`src/rtl/arcade_input_pkg.sv`:
```
// Shared constants, key-state layout and scancode decoding for the arcade input mapper.
package arcade_input_pkg;

    localparam int KEY_BITS  = 10;
    localparam int KEY_BTN0  = 4;
    localparam int KEY_START = 8;
    localparam int KEY_COIN  = 9;

    localparam logic [7:0] SC_P0_UP    = 8'h75;
    localparam logic [7:0] SC_P0_DOWN  = 8'h72;
    localparam logic [7:0] SC_P0_LEFT  = 8'h6B;
    localparam logic [7:0] SC_P0_RIGHT = 8'h74;
    localparam logic [7:0] SC_P0_B0A   = 8'h14;
    localparam logic [7:0] SC_P0_B0B   = 8'h29;
    localparam logic [7:0] SC_P0_B1    = 8'h11;
    localparam logic [7:0] SC_P0_B2    = 8'h12;
    localparam logic [7:0] SC_P0_B3    = 8'h1A;
    localparam logic [7:0] SC_P0_START = 8'h05;
    localparam logic [7:0] SC_P0_COIN  = 8'h2E;
    localparam logic [7:0] SC_P1_UP    = 8'h2D;
    localparam logic [7:0] SC_P1_DOWN  = 8'h2B;
    localparam logic [7:0] SC_P1_LEFT  = 8'h23;
    localparam logic [7:0] SC_P1_RIGHT = 8'h34;
    localparam logic [7:0] SC_P1_B0    = 8'h1C;
    localparam logic [7:0] SC_P1_B1    = 8'h1B;
    localparam logic [7:0] SC_P1_B2    = 8'h15;
    localparam logic [7:0] SC_P1_B3    = 8'h1D;
    localparam logic [7:0] SC_P1_START = 8'h06;
    localparam logic [7:0] SC_P1_COIN  = 8'h36;

    typedef enum logic [1:0] {
        ROT_NONE = 2'd0,
        ROT_CW   = 2'd1,
        ROT_FLIP = 2'd2,
        ROT_CCW  = 2'd3
    } rotate_e;

    typedef logic [KEY_BITS-1:0] key_state_t;

    typedef struct packed {
        logic       hit;
        logic       player;
        logic [3:0] idx;
    } key_map_t;

    function automatic int joy_btn_idx(input int k);
        return 4 + k;
    endfunction

    function automatic int joy_start_idx(input int nbuttons);
        return 4 + nbuttons;
    endfunction

    function automatic int joy_coin_idx(input int nbuttons);
        return 5 + nbuttons;
    endfunction

    // Key-state slot uses the joystick bit order: [0]R [1]L [2]D [3]U, [4+k] button, [8] start, [9] coin.
    function automatic key_map_t map_key(input logic ext, input logic [7:0] code);
        key_map_t m;
        m = '{hit: 1'b1, player: 1'b0, idx: 4'd0};
        case (code)
            SC_P0_UP:              begin m.idx = 4'd3; m.hit = ext; end
            SC_P0_DOWN:            begin m.idx = 4'd2; m.hit = ext; end
            SC_P0_LEFT:            begin m.idx = 4'd1; m.hit = ext; end
            SC_P0_RIGHT:           begin m.idx = 4'd0; m.hit = ext; end
            SC_P0_B0A, SC_P0_B0B:  m.idx = 4'd4;
            SC_P0_B1:              m.idx = 4'd5;
            SC_P0_B2:              m.idx = 4'd6;
            SC_P0_B3:              m.idx = 4'd7;
            SC_P0_START:           m.idx = 4'd8;
            SC_P0_COIN:            m.idx = 4'd9;
            SC_P1_UP:              begin m.player = 1'b1; m.idx = 4'd3; end
            SC_P1_DOWN:            begin m.player = 1'b1; m.idx = 4'd2; end
            SC_P1_LEFT:            begin m.player = 1'b1; m.idx = 4'd1; end
            SC_P1_RIGHT:           begin m.player = 1'b1; m.idx = 4'd0; end
            SC_P1_B0:              begin m.player = 1'b1; m.idx = 4'd4; end
            SC_P1_B1:              begin m.player = 1'b1; m.idx = 4'd5; end
            SC_P1_B2:              begin m.player = 1'b1; m.idx = 4'd6; end
            SC_P1_B3:              begin m.player = 1'b1; m.idx = 4'd7; end
            SC_P1_START:           begin m.player = 1'b1; m.idx = 4'd8; end
            SC_P1_COIN:            begin m.player = 1'b1; m.idx = 4'd9; end
            default:               m.hit = 1'b0;
        endcase
        return m;
    endfunction

endpackage

```
`src/rtl/arcade_input_mapper_if.sv`:
```
// Player-facing bus of the input mapper: raw key/joystick inputs and mapped player outputs.
interface arcade_input_mapper_if #(
    parameter int NPLAYERS = 2,
    parameter int NBUTTONS = 1
);
    logic [10:0]                  ps2_key;
    logic [15:0]                  joystick_0;
    logic [15:0]                  joystick_1;
    logic [4*NPLAYERS-1:0]        out_dir;
    logic [NBUTTONS*NPLAYERS-1:0] out_btn;
    logic [NPLAYERS-1:0]          out_start;
    logic [NPLAYERS-1:0]          out_coin;

    modport master (
        output ps2_key, joystick_0, joystick_1,
        input  out_dir, out_btn, out_start, out_coin
    );

    modport slave (
        input  ps2_key, joystick_0, joystick_1,
        output out_dir, out_btn, out_start, out_coin
    );
endinterface

```
`src/rtl/coin_pulse.sv`:
```
// Turns a rising edge of a coin request into one fixed-length pulse; edges during a pulse are dropped.
module coin_pulse #(
    parameter int CYCLES = 1200000
) (
    input  logic clk_sys,
    input  logic reset_n,
    input  logic trig,
    output logic pulse
);
    localparam int CW = $clog2(CYCLES + 1);

    logic          trig_q, trig_d;
    logic [CW-1:0] cnt_q, cnt_d;
    logic          pulse_q, pulse_d;

    // Edge detect and pulse down-counter.
    always_comb begin
        trig_d = trig;
        if (cnt_q != {CW{1'b0}}) begin
            cnt_d = cnt_q - CW'(1);
        end else if (trig && !trig_q) begin
            cnt_d = CW'(CYCLES);
        end else begin
            cnt_d = cnt_q;
        end
        pulse_d = (cnt_d != {CW{1'b0}});
    end

    // State registers.
    always_ff @(posedge clk_sys or negedge reset_n) begin
        if (!reset_n) begin
            trig_q  <= 1'b0;
            cnt_q   <= {CW{1'b0}};
            pulse_q <= 1'b0;
        end else begin
            trig_q  <= trig_d;
            cnt_q   <= cnt_d;
            pulse_q <= pulse_d;
        end
    end

    assign pulse = pulse_q;
endmodule

```
`src/rtl/arcade_input_mapper.sv`:
```
// Maps PS/2 key events and joystick bits onto per-player direction, button, start and coin outputs.
module arcade_input_mapper
    import arcade_input_pkg::*;
#(
    parameter int NPLAYERS    = 2,
    parameter int NBUTTONS    = 1,
    parameter int COIN_CYCLES = 1200000,
    parameter int AF_DIV      = 400000
) (
    input  logic                clk_sys,
    input  logic                reset_n,
    arcade_input_mapper_if.slave bus,
    input  logic                joy_merge,
    input  logic [1:0]          rotate,
    input  logic [NBUTTONS-1:0] af_en,
    input  logic                coin_on_start
);
    localparam int AFW = (AF_DIV > 1) ? $clog2(AF_DIV) : 1;

    logic                         tog_q, tog_d;
    key_state_t [1:0]             key_q, key_d;
    logic                         ready_q, ready_d;
    logic [AFW-1:0]               af_cnt_q, af_cnt_d;
    logic                         af_phase_q, af_phase_d;
    logic [4*NPLAYERS-1:0]        dir_q, dir_d;
    logic [NBUTTONS*NPLAYERS-1:0] btn_q, btn_d;
    logic [NPLAYERS-1:0]          start_q, start_d;
    logic [NPLAYERS-1:0]          coin_trig_s, coin_out_s;
    key_map_t                     map_s;
    logic [1:0][15:0]             joy_s;
    logic [3:0]                   raw_s, rot_s;
    logic                         btn_req_s, start_req_s, coin_req_s;

    // Key event capture: one update per ps2_key[10] toggle.
    always_comb begin
        map_s = map_key(bus.ps2_key[8], bus.ps2_key[7:0]);
        tog_d = bus.ps2_key[10];
        key_d = key_q;
        if ((bus.ps2_key[10] != tog_q) && map_s.hit) begin
            key_d[map_s.player][map_s.idx] = bus.ps2_key[9];
        end else begin
            key_d = key_q;
        end
    end

    // Autofire phase generator; ready_q holds outputs at zero for the first edge after reset.
    always_comb begin
        ready_d = 1'b1;
        if (af_cnt_q == AFW'(AF_DIV - 1)) begin
            af_cnt_d   = {AFW{1'b0}};
            af_phase_d = ~af_phase_q;
        end else begin
            af_cnt_d   = af_cnt_q + AFW'(1);
            af_phase_d = af_phase_q;
        end
    end

    // Per-player request merge, rotation and autofire gating.
    always_comb begin
        joy_s[0]    = bus.joystick_0 | (joy_merge ? bus.joystick_1 : 16'h0000);
        joy_s[1]    = joy_merge ? 16'h0000 : bus.joystick_1;
        dir_d       = {(4*NPLAYERS){1'b0}};
        btn_d       = {(NBUTTONS*NPLAYERS){1'b0}};
        start_d     = {NPLAYERS{1'b0}};
        coin_trig_s = {NPLAYERS{1'b0}};
        raw_s       = 4'b0000;
        rot_s       = 4'b0000;
        btn_req_s   = 1'b0;
        start_req_s = 1'b0;
        coin_req_s  = 1'b0;
        for (int p = 0; p < NPLAYERS; p++) begin
            raw_s = key_q[p][3:0] | joy_s[p][3:0];
            case (rotate_e'(rotate))
                ROT_CW:   rot_s = {raw_s[1], raw_s[0], raw_s[2], raw_s[3]};
                ROT_FLIP: rot_s = {raw_s[2], raw_s[3], raw_s[0], raw_s[1]};
                ROT_CCW:  rot_s = {raw_s[0], raw_s[1], raw_s[3], raw_s[2]};
                default:  rot_s = raw_s;
            endcase
            dir_d[4*p +: 4] = ready_q ? rot_s : 4'b0000;
            for (int k = 0; k < NBUTTONS; k++) begin
                btn_req_s = key_q[p][KEY_BTN0 + k] | joy_s[p][joy_btn_idx(k)];
                btn_d[p*NBUTTONS + k] = ready_q & btn_req_s & (af_en[k] ? af_phase_q : 1'b1);
            end
            start_req_s    = key_q[p][KEY_START] | joy_s[p][joy_start_idx(NBUTTONS)];
            coin_req_s     = key_q[p][KEY_COIN]  | joy_s[p][joy_coin_idx(NBUTTONS)];
            start_d[p]     = ready_q & start_req_s;
            coin_trig_s[p] = ready_q & (coin_req_s | (coin_on_start & start_req_s));
        end
    end

    // State and output registers.
    always_ff @(posedge clk_sys or negedge reset_n) begin
        if (!reset_n) begin
            tog_q      <= 1'b0;
            key_q      <= '{default: {KEY_BITS{1'b0}}};
            ready_q    <= 1'b0;
            af_cnt_q   <= {AFW{1'b0}};
            af_phase_q <= 1'b0;
            dir_q      <= {(4*NPLAYERS){1'b0}};
            btn_q      <= {(NBUTTONS*NPLAYERS){1'b0}};
            start_q    <= {NPLAYERS{1'b0}};
        end else begin
            tog_q      <= tog_d;
            key_q      <= key_d;
            ready_q    <= ready_d;
            af_cnt_q   <= af_cnt_d;
            af_phase_q <= af_phase_d;
            dir_q      <= dir_d;
            btn_q      <= btn_d;
            start_q    <= start_d;
        end
    end

    for (genvar p = 0; p < NPLAYERS; p++) begin : g_coin
        coin_pulse #(.CYCLES(COIN_CYCLES)) u_coin (
            .clk_sys (clk_sys),
            .reset_n (reset_n),
            .trig    (coin_trig_s[p]),
            .pulse   (coin_out_s[p])
        );
    end

    assign bus.out_dir   = dir_q;
    assign bus.out_btn   = btn_q;
    assign bus.out_start = start_q;
    assign bus.out_coin  = coin_out_s;
endmodule

```
`src/flat_wrapper.sv`:
```
// flat-port wrapper written by rule: the top's interface ports become plain ports
module arcade_input_mapper_flat import arcade_input_pkg::*;
#(
    parameter int NPLAYERS    = 2,
    parameter int NBUTTONS    = 1,
    parameter int COIN_CYCLES = 1200000,
    parameter int AF_DIV      = 400000
)
  (clk_sys, reset_n, joy_merge, rotate, af_en, coin_on_start, bus_ps2_key, bus_joystick_0, bus_joystick_1, bus_out_dir, bus_out_btn, bus_out_start, bus_out_coin);
  arcade_input_mapper_if #(.NPLAYERS(NPLAYERS), .NBUTTONS(NBUTTONS)) bus_i ();
  input  logic clk_sys;
  input  logic reset_n;
  input  logic joy_merge;
  input  logic [1:0] rotate;
  input  logic [NBUTTONS-1:0] af_en;
  input  logic coin_on_start;
  input wire logic [$bits(bus_i.ps2_key)-1:0] bus_ps2_key;
  input wire logic [$bits(bus_i.joystick_0)-1:0] bus_joystick_0;
  input wire logic [$bits(bus_i.joystick_1)-1:0] bus_joystick_1;
  output wire logic [$bits(bus_i.out_dir)-1:0] bus_out_dir;
  output wire logic [$bits(bus_i.out_btn)-1:0] bus_out_btn;
  output wire logic [$bits(bus_i.out_start)-1:0] bus_out_start;
  output wire logic [$bits(bus_i.out_coin)-1:0] bus_out_coin;
  assign bus_i.ps2_key = bus_ps2_key;
  assign bus_i.joystick_0 = bus_joystick_0;
  assign bus_i.joystick_1 = bus_joystick_1;
  assign bus_out_dir = bus_i.out_dir;
  assign bus_out_btn = bus_i.out_btn;
  assign bus_out_start = bus_i.out_start;
  assign bus_out_coin = bus_i.out_coin;
  arcade_input_mapper #(.NPLAYERS(NPLAYERS), .NBUTTONS(NBUTTONS), .COIN_CYCLES(COIN_CYCLES), .AF_DIV(AF_DIV)) u_core (.clk_sys(clk_sys), .reset_n(reset_n), .bus(bus_i), .joy_merge(joy_merge), .rotate(rotate), .af_en(af_en), .coin_on_start(coin_on_start));
endmodule
```
`config.mk`:
```
export PLATFORM = sky130hd
export DESIGN_NAME = arcade_input_mapper_flat
export DESIGN_NICKNAME = d
export VERILOG_FILES = /design/src/rtl/arcade_input_pkg.sv /design/src/rtl/arcade_input_mapper_if.sv /design/src/rtl/coin_pulse.sv /design/src/rtl/arcade_input_mapper.sv /design/src/flat_wrapper.sv
export SDC_FILE = /design/constraint.sdc
export NUM_CORES = 1
export LEC_CHECK = 0
export ABC_CLOCK_PERIOD_IN_PS = 4300
export CAP_MARGIN = 20
export CORE_MARGIN = 2
export CORE_UTILIZATION = 50
export CTS_CLUSTER_SIZE = 30
export DETAILED_ROUTE_END_ITERATION = 6
export HOLD_SLACK_MARGIN = 0.08
export PLACE_DENSITY = 0.73
export SLEW_MARGIN = 20
export SYNTH_ARGS = -nofsm -noshare
export SYNTH_HDL_FRONTEND = slang
export SYNTH_SLANG_ARGS = --single-unit
```
`constraint.sdc`:
```
create_clock -name clk_sys -period 4.3 [get_ports clk_sys]
set_clock_uncertainty 0.1 [all_clocks]
set_input_delay 0.86 -clock clk_sys [delete_from_list [all_inputs] [get_ports clk_sys]]
set_output_delay 0.86 -clock clk_sys [all_outputs]
set_load 0.05 [all_outputs]
```
==> flow_summary.yaml, run 1 <==
run_status:
  run_status: "complete, no violations"
sta:
  finalMaxSlewViolations: 0
  tightest_slew_ps: 941
  slew_headroom: 0.367
  final.min_clock_period_ps: 3400
  timing.fmax_mhz: 294
  fin_ws_ps: 904
  grt_setup_unrepaired: "no"
  setup_viol: 0
  hold_viol: 0
  hold-worst-slack_ps: 371
  setup-tns-final_ps: 0
  fin_crit_sh: 0.790
floorplanning:
  die_x_um: 105
  io-pin-count: 64
  fp-row-count: 36
  die_h_um: 105
  core_area_sq_um: 9820
  floorplan.initialDensity: 0.516
  dieArea_sq_um: 10900
power_and_ir_drop:
  power_density_nw_per_um2: 293
  static-leakage-power_nw: 2.40
  power_mw: 1.71
  vdd_drop_max_mv: 0.223
min_path:
  whs_path_depth: 1
  hold_end: "u_core.af_phase_q"
  min_path_type: "reg -> reg"
  worstHoldStart: "u_core.af_phase_q"
worst_setup_path:
  worst-path-buf-inv: 1
  critPathCaptureType: "flip-flop"
  cp_max_fo: 11
  reg2reg_to: "u_core.g_coin[0].u_coin.pulse"
  slowest_stage: "or4b_1"
  critPathTopFamily: "simple AND/OR/NAND/NOR gates"
  r2r-start: "u_core.g_coin[0].u_coin.cnt_q[0]"
  cp_slowest_stage_delay_ps: 650
  rrSetupSlack_ps: 900
  crit_arrival_ps: 3530
  crit_type: "reg -> reg"
  required_ps: 4430
  reg2reg_depth: 9
  start_kind: "flip-flop"
  cp_cell_sequence: "inv_1 -> ha_1 -> or4b_1 -> nor3_1 -> xnor2_1 -> nor2_1 -> or4_1 -> nor4_1 -> nand3_1"
layout:
  final_area_sq_um: 5840
  seqCellArea_sq_um: 2350
  drive_gt1_frac: 0.0963
  fill_cells: 855
  antennaDiodeCount: 0
  multi_input_area_sq_um: 2580
  post-route-util: 0.595
  fin_cells: 694
  syn2layout_area_growth_pct: 15.4
  nNetsFinal: 609
synthesis:
  syn_area_per_cell_sq_um: 9.85
  yosysMostFrequentCell: "dfrtp_1"
  ys_ff_latch: 94
  synth_flop_cell: "dfrtp_1"
  synth_adder_area_share: 0.00741
  ys_top_cells_by_count: "dfrtp_1, nor2_1, nand2_1"
  synth_cell_types: 65
  yosys.area_share.simple: 0.248
  synth_top_cell_area_share: 0.465
  synth_top_family_by_area: "simple AND/OR/NAND/NOR gates"
  synthXorXnorAreaFrac: 0.0554
  yosysWarnings: 0
  seq_area_frac_synth: 0.465
  synth-async-reset-ratio: 1.00
  ys_top_cells_by_area: "dfrtp_1, nor2_1, mux2i_1, mux2_2, nand2_1"
  syn-num-nets: 567
  synth-compound-area-share: 0.124
  syn_area_sq_um: 5060
  synth-edff-count: 0
  synthMuxAreaShare: 0.0729
  synth_top_area_cell: "dfrtp_1"
  syn_inst: 514
detailed_routing:
  routed_via_density: 5.80
  drtPass1Iterations: 4
  drtIter0Drc: 231
  post_drt_wl_per_cell_um: 15.7
  vias: 4028
  routed_wl_um: 10900
  drc: 0
  drtAntennaViolNets: 0
place:
  gp_congestion: 0.884
  dpl-instance-area_sq_um: 5630
  preCtsSetupSlack_ps: 652
  io_buffer_count: 45
  dp.cells: 678
  post-dp-hpwl_um: 7890
clocking:
  clock_latency_ps: 360
  clk_pin_slew_ps: 100
  cts_buffers: 9
  cts_buffer_depth: 2
  ctsResizeCount: 0
  cts_tree: "yes"
  numClockSinks: 94
  cts_root_buffer: "clkbuf_8"
  holdBufCountCts: 0
  htreeDepth: 3
  cts_setup_buffers: 0
grt:
  gr-usage-all-layers: 0.212
  antenna_found_initial: 0
  grt_max_degree: 74
  grt_pass1_vias: 4055
  grt_overflow: 0
  grt_pass1_wl_um: 19000
job:
  cap_violations: 0
[worst register-to-register path, stage by stage, from the launching register on]
cell	delay [ps]
dfrtp_1	430
inv_1	70
ha_1	210
or4b_1	650
nor3_1	630
xnor2_1	190
nor2_1	60
or4_1	510
nor4_1	280
nand3_1	120
[cell families (layout without fill, tap and decap cells)]
group | Yosys count | count (layout)
AND/OR/NAND/NOR | 226 | 226
other | 1 | 1
multiplexers | 35 | 35
buffers and inverters | 33 | 80
flip-flops | 94 | 94
adder cells (fa/ha/maj) | 3 | 3
AO/OA/AOI/OAI | 90 | 90
XOR/XNOR | 32 | 32
[routing by layer]
metal / vias to the layer above / global-route usage / part of all wire
met5: - / 0 / 0
met4: 0 / 0.0467 / 0.0096
met3: 10 / 0.0636 / 0.065
met2: 114 / 0.344 / 0.48
met1: 1948 / 0.284 / 0.45
li1: 1956 / - / -
[registers in the layout, summed over array words and instances, names as in the netlist]
signal                       flops
u_core.g_coin.u_coin.cnt_q      42
u_core.af_cnt_q                 19
u_core.key_q                    14
u_core.bus.out_dir               8
u_core.bus.out_btn               2
u_core.bus.out_start             2
u_core.g_coin.u_coin.pulse       2
u_core.g_coin.u_coin.trig_q      2
u_core.af_phase_q                1
u_core.ready_q                   1
u_core.tog_q                     1
[power breakdown]
| group | switching [mW] | internal, mW | leakage [nW] |
|---|---|---|---|
| sequential | 0.00900 | 0.899 | 1.16 |
| clock | 0.345 | 0.283 | 0.105 |
| combinational | 0.103 | 0.0742 | 1.14 |
| total | 0.457 | 1.26 | 2.40 |
[layout by cell type, fill, tap and decap left out, drive strengths merged, types with 3 or more instances in the layout]
cell type | synthesis | layout
xnor2 | 16 | 16
o31ai | 8 | 8
a2111oi | 3 | 3
nand2 | 38 | 38
a31oi | 4 | 4
or2 | 6 | 6
buf | 6 | 5
o21ai | 23 | 23
nor3 | 19 | 19
ha | 3 | 3
and3 | 9 | 9
or4b | 3 | 3
nand4b | 5 | 5
dfrtp | 94 | 94
xor2 | 16 | 16
nor4 | 17 | 17
nand4 | 4 | 4
nand2b | 11 | 11
clkbuf | 12 | 9
nor2b | 16 | 16
nand3b | 3 | 3
nor4b | 4 | 4
or4 | 9 | 9
o41ai | 6 | 6
or3 | 9 | 9
a211oi | 11 | 11
a21oi | 17 | 17
nor2 | 54 | 54
inv | 15 | 18
nor3b | 3 | 3
nand3 | 13 | 13
mux2i | 20 | 20
clkdlybuf4s50 | 0 | 44
mux2 | 15 | 15
[cell type report]
type                            instances  area share
Multi-Input combinational cell        387       0.441
Sequential cell                        94       0.402
Timing Repair Buffer                   49      0.0818
Tap cell                              133      0.0285
Clock buffer                            9      0.0212
Clock inverter                          7      0.0156
Inverter                               15     0.00963
[how the worst max path moves through the flow]
stage               cells past startpoint                             to  slack, ps                        startpoint
floorplan                               9               u_core.key_q[11]       1350                    bus_ps2_key[5]
global placement                        8                u_core.key_q[3]        670                    bus_ps2_key[0]
detailed placement                      8                u_core.key_q[1]        650                    bus_ps2_key[0]
CTS                                     9  u_core.g_coin[0].u_coin.pulse        940  u_core.g_coin[0].u_coin.cnt_q[0]
global route                            8                u_core.key_q[8]        730                    bus_ps2_key[3]
finish                                  9  u_core.g_coin[0].u_coin.pulse        900  u_core.g_coin[0].u_coin.cnt_q[0]
Note: power is estimated with default switching activity, not from simulation.
==> run 2, diff against run 1 <==
--- a/config.mk
+++ b/config.mk
@@ -5,7 +5,7 @@
 export SDC_FILE = /design/constraint.sdc
 export NUM_CORES = 1
 export LEC_CHECK = 0
-export ABC_CLOCK_PERIOD_IN_PS = 4300
+export ABC_CLOCK_PERIOD_IN_PS = 3600
 export CAP_MARGIN = 20
 export CORE_MARGIN = 2
 export CORE_UTILIZATION = 50
==> constraint.sdc (replaced) <==
create_clock -name clk_sys -period 3.6 [get_ports clk_sys]
set_clock_uncertainty 0.1 [all_clocks]
set_input_delay 0.72 -clock clk_sys [delete_from_list [all_inputs] [get_ports clk_sys]]
set_output_delay 0.72 -clock clk_sys [all_outputs]
set_load 0.05 [all_outputs]
==> run 2 against run 1 <==
Against the previous run: clock power grew 7.0%; final cell count rose by 1.2%; setup slack worse by 430 ps; combinational power is 23% higher.
==> flow_summary.yaml, run 2 (same netlist as run 1, synthesis figures left out) <==
clocking:
  cts_root_buffer: "clkbuf_8"
  cts_setup_buffers: 0
  cts_buffers: 9
  clk_pin_slew_ps: 110
  ctsResizeCount: 0
  htreeDepth: 3
  cts_tree: "yes"
  numClockSinks: 94
  holdBufCountCts: 0
  cts_buffer_depth: 2
  clock_latency_ps: 360
worst_setup_path:
  required_ps: 3760
  critPathTopFamily: "compound AO/OA/AOI/OAI gates"
  crit_type: "in -> reg"
  cp_slowest_stage_delay_ps: 680
  cp_cell_sequence: "clkdlybuf4s50_1 -> nand3b_1 -> nor3b_1 -> a31oi_1 -> o41ai_1 -> o311ai_2 -> nor2_1 -> mux2_2"
  start_kind: "input port"
  cp.depth: 8
  rrSetupSlack_ps: 640
  crit_arrival_ps: 3290
  reg2reg_depth: 8
  crit_path_end: "u_core.key_q[1]"
  reg2reg_to: "u_core.g_coin[0].u_coin.pulse"
  slowest_stage: "clkdlybuf4s50_1"
  crit_start: "bus_ps2_key[3]"
  cp_max_fo: 10
  worst-path-buf-inv: 1
  r2r-start: "u_core.g_coin[0].u_coin.cnt_q[0]"
  critPathCaptureType: "flip-flop"
detailed_routing:
  drc: 0
  drtAntennaViolNets: 0
  post_drt_wl_per_cell_um: 15.9
  vias: 4106
  routed_wl_um: 11100
  drtIter0Drc: 212
  drtPass1Iterations: 5
  routed_via_density: 5.85
power_and_ir_drop:
  static-leakage-power_nw: 2.44
  p_sw_mw: 0.539
  vdd_drop_max_mv: 0.233
  internal-power_mw: 1.43
  p_comb_frac: 0.110
  sw_frac_of_total: 0.273
  clock_power_share: 0.340
  power_density_nw_per_um2: 335
  power_mw: 1.97
  seqPwrFrac: 0.550
layout:
  syn2layout_area_growth_pct: 16.4
  antennaDiodeCount: 0
  nNetsFinal: 617
  seqCellArea_sq_um: 2350
  fill_cells: 864
  largest_register_ffs: 42
  most-common-layout-cells: "dfrtp_1, nor2_1, clkdlybuf4s50_1"
  layout_commonest_cell: "dfrtp_1"
  reg_top3: "u_core.g_coin.u_coin.cnt_q (42), u_core.af_cnt_q (19), u_core.key_q (14)"
  post-route-util: 0.600
  drive_gt1_frac: 0.109
  top_register: "u_core.g_coin.u_coin.cnt_q"
  fin_cells: 702
  multi_input_area_sq_um: 2580
sta:
  setup_viol: 0
  final.min_clock_period_ps: 3130
  timing.fmax_mhz: 320
  hold_viol: 0
  slew_headroom: 0.315
  grt_setup_unrepaired: "no"
  finalMaxSlewViolations: 0
  fin_crit_sh: 0.869
  setup-tns-final_ps: 0
  tightest_slew_ps: 1020
  hold-worst-slack_ps: 296
floorplanning:
  dieArea_sq_um: 10900
  die_h_um: 105
  floorplan.initialDensity: 0.516
  die_x_um: 105
  core_area_sq_um: 9820
  fp-row-count: 36
  io-pin-count: 64
place:
  gp_congestion: 0.880
  post-dp-hpwl_um: 8000
  dp.cells: 686
  io_buffer_count: 45
grt:
  grt_pass1_vias: 4061
  antenna_found_initial: 0
  grt_overflow: 0
  gr-usage-all-layers: 0.217
  grt_max_degree: 56
  grt_pass1_wl_um: 19500
run_status:
  run_status: "complete, no violations"
min_path:
  min_path_type: "in -> async"
job:
  cap_violations: 0
-- run 2: cell types whose count changed in the layout (fill, tap and decap cells not counted), sizes merged --
| cell | previous run | this run |
|---|---|---|
| clkinv | 2 | 3 |
| buf | 5 | 13 |
| bufinv | 1 | 0 |
-- run 2: cell type report --
type                    instances  share of cell area
multi-input cells             387               0.437
flip-flops and latches         94               0.399
repair buffers                 57              0.0934
well taps                     133              0.0282
clock buffers                   9              0.0210
clock inverters                 7              0.0113
inverters                      15             0.00956
-- run 2: worst min path at each step --
| stage | from | end | slack [ps] | cells past startpoint |
|---|---|---|---|---|
| 2_1_floorplan | reset_n | u_core.af_cnt_q[0] | 320 | 0 |
| 3_3_place_gp | u_core.af_cnt_q[4] | u_core.af_cnt_q[4] | 350 | 1 |
| 3_5_place_dp | u_core.af_phase_q | u_core.af_phase_q | 360 | 1 |
| 4_1_cts | reset_n | u_core.g_coin[1].u_coin.cnt_q[18] | 320 | 1 |
| 5_1_grt | reset_n | u_core.g_coin[1].u_coin.cnt_q[18] | 350 | 1 |
| 6_report | reset_n | u_core.key_q[8] | 300 | 1 |
-- run 2: power groups by stage --
| stage | combinational [mW] | sequential [mW] | clock (mW) |
|---|---|---|---|
| final | 0.218 | 1.09 | 0.672 |
| after global routing | 0.238 | 1.09 | 0.732 |
| after CTS | 0.220 | 1.09 | 0.690 |
| after detailed placement | 0.218 | 1.11 | 0 |
| after global placement | 0.215 | 1.11 | 0 |
| after floorplan | 0.0828 | 1.14 | 0 |
-- run 2: layer usage --
metal,vias up,share of wire,GRT usage
met1,2010,0.44,0.289
li1,1976,-,-
met5,-,0,0
met4,0,0.013,0.0676
met2,106,0.49,0.358
met3,14,0.056,0.0437
-- run 2: stage by stage --
stage	setup WS, ps	instance area (sq um)
after floorplan	787	5060
after global placement	279	5700
after detailed placement	143	5700
after CTS	529	5890
after global routing	348	5890
final	472	5890
==> run 3, diff against run 2 <==
--- a/config.mk
+++ b/config.mk
@@ -9,6 +9,7 @@
 export CAP_MARGIN = 20
 export CORE_MARGIN = 2
 export CORE_UTILIZATION = 50
+export CTS_CLUSTER_DIAMETER = 80
 export CTS_CLUSTER_SIZE = 30
 export DETAILED_ROUTE_END_ITERATION = 6
 export HOLD_SLACK_MARGIN = 0.08
==> results of run 3 <==
Same layout as run 2: the final DEF is identical, and so are final timing and power.
